==> src/rtl/simd_mac_pipe.sv <==
// Three-stage signed multiply-accumulate with a full (2W+G)-bit mode and a
// two-lane split mode that shares the same accumulator register.

module simd_mac_lane #(
   parameter int AW = 24,
   parameter int RW = 16
) (
   input  logic [1:0]    kind,
   input  logic [AW-1:0] acc,
   input  logic [AW-1:0] prod,
   output logic [AW-1:0] nxt,
   output logic          clamp
);
   localparam logic [AW-1:0] SAT_MAX = {{(AW-RW+1){1'b0}}, {(RW-1){1'b1}}};
   localparam logic [AW-1:0] SAT_MIN = ~SAT_MAX;

   // Out of range when the bits above the result sign are not all copies of it.
   logic ovf;
   assign ovf = ~((&acc[AW-1:RW-1]) | ~(|acc[AW-1:RW-1]));

   always_comb begin
      clamp = 1'b0;
      nxt   = '0;
      case (kind)
         2'b01: nxt = prod;
         2'b10: nxt = acc + prod;
         2'b11: begin
            clamp = ovf;
            nxt   = ovf ? (acc[AW-1] ? SAT_MIN : SAT_MAX) : acc;
         end
         default: nxt = '0;
      endcase
   end
endmodule

module simd_mac_pipe #(
   parameter int W = 16,
   parameter int G = 8
) (
   input  logic           clk,
   input  logic           reset_n,
   input  logic           stall,
   input  logic           in_valid,
   input  logic [2:0]     instruction,
   input  logic [W-1:0]   multiplier,
   input  logic [W-1:0]   multiplicand,
   output logic [2*W-1:0] result,
   output logic [G-1:0]   protect,
   output logic           out_valid,
   output logic           sat_flag
);
   localparam int STAGES = 3;
   localparam int HW     = W / 2;
   localparam int HG     = G / 2;
   localparam int FA     = 2*W + G;
   localparam int LA     = W + HG;

   typedef struct packed {
      logic [2:0]   op;
      logic [W-1:0] a;
      logic [W-1:0] b;
   } s1_t;

   typedef struct packed {
      logic [2:0]          op;
      logic [2*W-1:0]      p_full;
      logic [1:0][W-1:0]   p_lane;
   } s2_t;

   logic [STAGES:1]   vld_pipe;
   s1_t               s1;
   s2_t               s2;
   logic [FA-1:0]     acc;

   logic [2*W-1:0]    p_full;
   logic [1:0][W-1:0] p_lane;

   // Operands are sign-extended to the product width so an unsigned
   // multiply yields the correct two's-complement low bits.
   assign p_full = {{W{s1.a[W-1]}}, s1.a} * {{W{s1.b[W-1]}}, s1.b};

   for (genvar i = 0; i < 2; i++) begin : g_mul
      logic [HW-1:0] la, lb;
      assign la        = s1.a[i*HW +: HW];
      assign lb        = s1.b[i*HW +: HW];
      assign p_lane[i] = {{HW{la[HW-1]}}, la} * {{HW{lb[HW-1]}}, lb};
   end

   logic [FA-1:0]      full_prod, full_nxt;
   logic               full_clamp;
   logic [1:0][LA-1:0] lane_acc, lane_prod, lane_nxt;
   logic [1:0]         lane_clamp;
   logic [FA-1:0]      split_nxt;

   assign full_prod = {{G{s2.p_full[2*W-1]}}, s2.p_full};

   simd_mac_lane #(.AW(FA), .RW(2*W)) u_full (
      .kind  (s2.op[1:0]),
      .acc   (acc),
      .prod  (full_prod),
      .nxt   (full_nxt),
      .clamp (full_clamp)
   );

   // Lane i owns result[i*W +: W] and protect[i*HG +: HG]; 1 is hi, 0 is lo.
   for (genvar i = 0; i < 2; i++) begin : g_lane
      assign lane_acc[i]  = {acc[2*W + i*HG +: HG], acc[i*W +: W]};
      assign lane_prod[i] = {{HG{s2.p_lane[i][W-1]}}, s2.p_lane[i]};

      simd_mac_lane #(.AW(LA), .RW(W)) u_lane (
         .kind  (s2.op[1:0]),
         .acc   (lane_acc[i]),
         .prod  (lane_prod[i]),
         .nxt   (lane_nxt[i]),
         .clamp (lane_clamp[i])
      );
   end

   assign split_nxt = {lane_nxt[1][LA-1:W], lane_nxt[0][LA-1:W],
                       lane_nxt[1][W-1:0],  lane_nxt[0][W-1:0]};

   always_ff @(posedge clk or negedge reset_n) begin
      if (!reset_n) begin
         vld_pipe <= '0;
         s1       <= '0;
         s2       <= '0;
      end else if (!stall) begin
         vld_pipe <= {vld_pipe[STAGES-1:1], in_valid};
         s1       <= '{op: instruction, a: multiplier, b: multiplicand};
         s2       <= '{op: s1.op, p_full: p_full, p_lane: p_lane};
      end
   end

   // The accumulator is only written here, so a mac in S3 always sees the
   // previous operation's result without forwarding.
   always_ff @(posedge clk or negedge reset_n) begin
      if (!reset_n) begin
         acc      <= '0;
         sat_flag <= 1'b0;
      end else if (!stall && vld_pipe[2]) begin
         if (s2.op[1:0] == 2'b00) begin
            acc      <= '0;
            sat_flag <= 1'b0;
         end else if (s2.op[2]) begin
            acc      <= split_nxt;
            sat_flag <= sat_flag | (|lane_clamp);
         end else begin
            acc      <= full_nxt;
            sat_flag <= sat_flag | full_clamp;
         end
      end
   end

   assign result    = acc[2*W-1:0];
   assign protect   = acc[FA-1:2*W];
   assign out_valid = vld_pipe[STAGES];
endmodule
==> config.mk <==
export PLATFORM = sky130hd
export DESIGN_NAME = simd_mac_pipe
export DESIGN_NICKNAME = d
export VERILOG_FILES = /design/src/rtl/simd_mac_pipe.sv
export SDC_FILE = /design/constraint.sdc
export NUM_CORES = 1
export LEC_CHECK = 0
export ABC_CLOCK_PERIOD_IN_PS = 6800
export BUFFER_PORTS_ARGS = -buffer_cell sky130_fd_sc_hd__buf_2
export CORE_MARGIN = 1.5
export CORE_UTILIZATION = 55
export DETAILED_ROUTE_END_ITERATION = 10
export PLACE_DENSITY = 0.71
export REMOVE_ABC_BUFFERS = 1
export SLEW_MARGIN = 30
export SYNTH_ARGS = -nofsm -noshare
export SYNTH_HDL_FRONTEND = slang
export SYNTH_HIERARCHICAL = 1
export SYNTH_SLANG_ARGS = --single-unit
==> constraint.sdc <==
create_clock -name clk -period 6.8 [get_ports clk]
set_clock_uncertainty 0.1 [all_clocks]
set_input_delay 1.02 -clock clk [delete_from_list [all_inputs] [get_ports clk]]
set_output_delay 1.02 -clock clk [all_outputs]
set_load 0.05 [all_outputs]
Word-level counts from Yosys, hierarchy flattened
Index checks and enable logic that the tools add are counted.
- input bits: 39
- register bits: 146
- word-level logic and storage cells: 62
- output and inout bits: 42
- add/sub/neg operators: 3
- mux-type cells: 16
- multipliers: 3
- bitwise gates (word level): 11
- reductions and logical operators: 12
- eq/ne operators: 6
- operators by type and width (operator ; number):
    two-way mux 40 bit ; 4
    case mux 20 bit (3 select lines) ; 2
    case mux 40 bit (3 select lines) ; 1
    two-way mux 20 bit ; 4
    adder 20 bit ; 2
    adder 40 bit ; 1
    multiplier 16 x 16 -> 32 bit ; 1
    multiplier 8 x 8 -> 16 bit ; 2
    inequality test 4 bit (second input constant) ; 3
    AND reduction 5 bit ; 2
    OR reduction 5 bit ; 2
    AND reduction 9 bit ; 1
    OR reduction 9 bit ; 1
    inverter 1 bit ; 6
    AND reduction 3 bit ; 2
    two-way mux 1 bit ; 5
    bitwise OR 1 bit ; 5
    equality test 2 bit (second input constant) ; 2
    equality test 2 x 1 -> 1 bit (second input constant) ; 1
    zero test 2 bit ; 1
    OR reduction 2 bit ; 1
    logical AND 1 bit ; 1
    zero test 1 bit ; 1

Longest topological paths before layout
- depth after elaboration: 9
- mapped depth: 23
- depth with buffers taken out: 22

Modules after synthesis
Netlist, hierarchy kept.
- by module, submodules not included (module ; times used ; seq. area each (um^2) ; area each (um^2) ; cells an instance):
    simd_mac_pipe ; 1 ; 3603.5 ; 19188.4 ; 1933
    simd_mac_lane (u_full) ; 1 ; 0.0 ; 3128.0 ; 459
    simd_mac_lane (g_lane[0].u_lane ...) ; 2 ; 0.0 ; 1435.1 ; 215

Least setup slack after synthesis
OpenSTA, ideal clock, no wires.
- path type: register -> register
- start: reg s1 (netlist bit g_mul[1].la[7])
- end: reg s2 (netlist bit full_prod[30])
- setup slack: 0.565 ns
- cell stages (with the launch flop): 21
- required time: 6.577 ns
- clock period less this slack: 6.235 ns
- library setup time: 0.123 ns
- buffers on the path: 1
- data arrival time: 6.012 ns
- cells stage by stage: dfrtp_1 > clkbuf_1 > nand2_1 > inv_1 > fa_1 > fa_1 > fa_1 > fa_1 > fa_1 > inv_1 > fa_1 > inv_1 > ha_1 > and3_1 > a221oi_1 > o21ai_1 > or3_1 > o21ai_1 > o2111ai_1 > mux2i_1 > nand2_1
- cells in the longest elaborated chain, start to end: 1
- RTL lines (item ; line ; RTL):
    from (decl) ; 71 ; s1_t s1;
    from (signal assigned) ; 129 ; s1 <= '{op: instruction, a: multiplier, b: multiplicand};
    multiplier 16 x 16 -> 32 bit ; 80 ; assign p_full = {{W{s1.a[W-1]}}, s1.a} * {{W{s1.b[W-1]}}, s1.b};
    to (signal assigned) ; 130 ; s2 <= '{op: s1.op, p_full: p_full, p_lane: p_lane};
    to (decl) ; 72 ; s2_t s2;
Every way passes these cells.
A chain may end at the register's enable or synchronous reset.

Worst setup path in the final report
- start: reg s1 (netlist bit g_mul[1].lb[4])
- end: reg s2 (netlist bit full_prod[31])
Same word-level chain as after synthesis.

==> out/qor.txt <==
Vias in the first global route = 20,494
Number of distinct library cells after synthesis = 91
Critical path origin = g_mul[1].lb[4]
Via/cell ratio = 5.81
Capturing point of the worst reg2reg path = full_prod[31]
CP startpoint kind = flip-flop
Synth Instances = 2,822
Max_slew headroom = 41.4%
H-tree levels = 4
Achievable Freq = 155 MHz
GR Layer Usage met2 = 48.6%
CP peak stage delay = 0.80 ns
Multi-input gate area = 19,300 µm²
Busiest grt layer = met2
Worst path slowest cell = dfrtp_1
GR Overflow Total = 0
CTS tree = yes
# IOs = 81
Levels on crit path = 18
Worst Setup EP = full_prod[31]
Synth warnings = 6
Antenna Nets Post-Route = 0
Worst-path fanout max = 17
Unrepaired setup endpoints after global routing = false
R2R depth = 18
Mean Syn Cell Area = 8.93 µm²
Number of synthesized flops with an enable pin = 0
Worst slew pin tran = 0.880 ns
Die W = 217 µm
Fraction of the yosys area taken by sequential cells = 14.3%
Die Y = 217 µm
Setup Total Neg Slack = 0 ns
Nets = 3,447
Number of cell rows = 78
Root buffer cell = clkbuf_16
Initial antenna violation count = 0
Final critical-path share of the clock period = 95.2%
First-pass GRT wire length = 109 mm
DRT Pass-1 Iters = 7
Synth top area cells = fa_1, dfrtp_1, ha_1
Clk buf depth = 2
GR Util met1 = 39.9%
Area Overhead vs Synth = 5.96%
Drt first-iter violations = 1,344
Hold Vio Cnt, Final = 0
Inserted Clock Buffers = 17
Data arrival, critical path = 6.80 ns
Reg clk slew, reported paths = 0.07 ns
Overall global routing resource usage = 29.3%
Fraction of layout cells with a size suffix above 1 = 9.19%
Critical path class = flip-flop to flip-flop
Avg WL per Cell = 19.3 µm
Filler cell count = 4,008
Die footprint = 47,100 µm²
Dpl hpwl = 52.8 mm
Cell Area, Synth = 25,200 µm²
Area of the core = 45,300 µm²
Register Area = 3610 µm²
Maximum number of pins on one net before global-route repair = 97
Skew-Pair Late Insertion Delay = 0.49 ns
WP data required = 7.13 ns
Top FF cell, synth = dfrtp_1
Ys async rst share = 100%
CP endpoint kind = flip-flop
Grt met3 use = 3.63%
Synth area leader = fa_1
Worst reg2reg setup slack = 0.33 ns
CP Buf/Inv Count = 2
# diodes = 0
Outcome = complete, no violations
RR Startpoint = g_mul[1].lb[4]
Crit-path cells = and2_1, fa_1, fa_1, fa_1, fa_1, fa_1, inv_1, fa_1, inv_1, ha_1, a21o_1, a31o_1, a21oi_1, o21ai_0, o41ai_4, o21ai_2, or3_1, nand4_1
Routability Congestion = 0.942
WL final = 66.6 mm
Commonest non-fill, non-tap cell in the layout = inv_1
Initial Util = 55.6%
Top delay family on crit path = adder cells
PortBufs = 80
Clock Sinks = 144
Max-cap viol count = 0
Worst path most repeated cell = fa_1
Final Setup Violations = 0
Commonest cells after routing, fill and taps aside = inv_1, fa_1, nand2_1
DRC = 0
Number of synthesized register bits = 144
Top-area cell type share of the netlist area = 28.1%
Fin. max-slew vios = 0
Worst min path class = flip-flop to flip-flop
Vias = 20,058
Tmin final = 6.47 ns
## flip-flops by register name, indices dropped and copies added (netlist names)
name and count:
lane_prod 30, s2 3, full_prod 32, g_mul.la 16, s1 3, sat_flag 1, acc 40, vld_pipe 3
g_mul.lb 16
## synthesized netlist by cell type, types with 5 or more instances
cell type and n:
nand3_1 28, a31o_2 5, a21oi_1 117, a31oi_1 12
dfrtp_1 144, or3_1 8, o21bai_1 19, o21a_1 15
o22ai_1 14, nor4_1 6, nor2_1 82, o21ai_1 18
ha_1 215, buf_1 5, mux2i_1 46, nor2b_1 17
mux2_2 53, o31ai_1 15, a211oi_1 10, a211o_1 8
o221ai_1 9, nor3b_1 12, a22o_1 14, a22oi_1 10
xor2_1 41, xnor2_1 74, nor3_1 13, clkbuf_8 6
inv_1 476, and3_1 12, a211oi_2 6, nand2b_1 22
o211ai_1 38, clkbuf_1 93, a21o_1 48, a21o_2 5
o21ai_0 175, and2_1 130, nand4_1 22, nand2_1 336
fa_1 353
## metrics by stage
step / hold slack [ns] / instance area, µm² / utilization, % / worst slack [ns] / cells
2_1_floorplan: 0.365 / 24700 / - / 0.676 / 2709
3_3_place_gp: 0.362 / 26100 / 57.5 / 0.382 / 3418
3_5_place_dp: 0.369 / 26100 / 57.5 / 0.255 / 3418
4_1_cts: 0.387 / 26600 / 58.8 / 0.255 / 3448
5_1_grt: 0.411 / 26700 / 58.9 / 0.0278 / 3451
6_report: 0.383 / 26700 / 58.9 / 0.329 / 3451
## cell type report
| class | instances | share of cell area, % |
|---|---|---|
| Timing Repair Buffer | 112 | 2.46 |
| Clock buffer | 20 | 1.67 |
| Tap cell | 600 | 2.81 |
| Inverter | 477 | 6.72 |
| Clock inverter | 10 | 0.520 |
| Multi-Input combinational cell | 2088 | 72.3 |
| Sequential cell | 144 | 13.5 |
## metal layers
| layer | wire length [µm] | vias to the layer above |
|---|---|---|
| li1 | - | 9317 |
| met1 | 29100 | 9982 |
| met2 | 32100 | 641 |
| met3 | 3560 | 118 |
| met4 | 1870 | 0 |
| met5 | 0 | - |
## worst min-delay path by stage
stage | startpoint | to | slack, ns | cells past startpoint
floorplan | full_prod[25] | full_prod[25] | 0.36 | 2
global placement | vld_pipe[3] | vld_pipe[3] | 0.36 | 2
CTS | vld_pipe[3] | vld_pipe[3] | 0.39 | 2
detailed placement | vld_pipe[3] | vld_pipe[3] | 0.37 | 2
finish | vld_pipe[3] | vld_pipe[3] | 0.38 | 2
global route | vld_pipe[3] | vld_pipe[3] | 0.41 | 2
## cells by family (layout without fill, tap and decap cells)
kind of cell               after synthesis  in the layout  synth area share (%)
xor gates and xnor gates               115            115                  4.00
and+or+nand+nor                        707            707                  13.4
adders and majority gates              568            568                  38.7
muxes                                   99             99                  4.20
AOI/OAI and AO/OA                      599            599                  16.1
DFF                                    144            144                  14.3
buffers and inverters                  590            619                  9.21
## worst register-to-register path, stage by stage (launching register included)
cell and delay (ns):
dfrtp_1 0.80, and2_1 0.32, fa_1 0.51, fa_1 0.49, fa_1 0.51, fa_1 0.42
fa_1 0.51, inv_1 0.05, fa_1 0.48, inv_1 0.04, ha_1 0.39, a21o_1 0.26
a31o_1 0.19, a21oi_1 0.19, o21ai_0 0.20, o41ai_4 0.39, o21ai_2 0.13, or3_1 0.35
nand4_1 0.10
## timing repair
item | CTS | global route
resized for setup | 0 | 7
setup endpoints to repair | 0 | 4
setup buffers | 0 | 3
hold buffers | 0 | 0
Power is not shown: default switching activity piles up to over one toggle a cycle in this logic, so the estimate is an artifact.
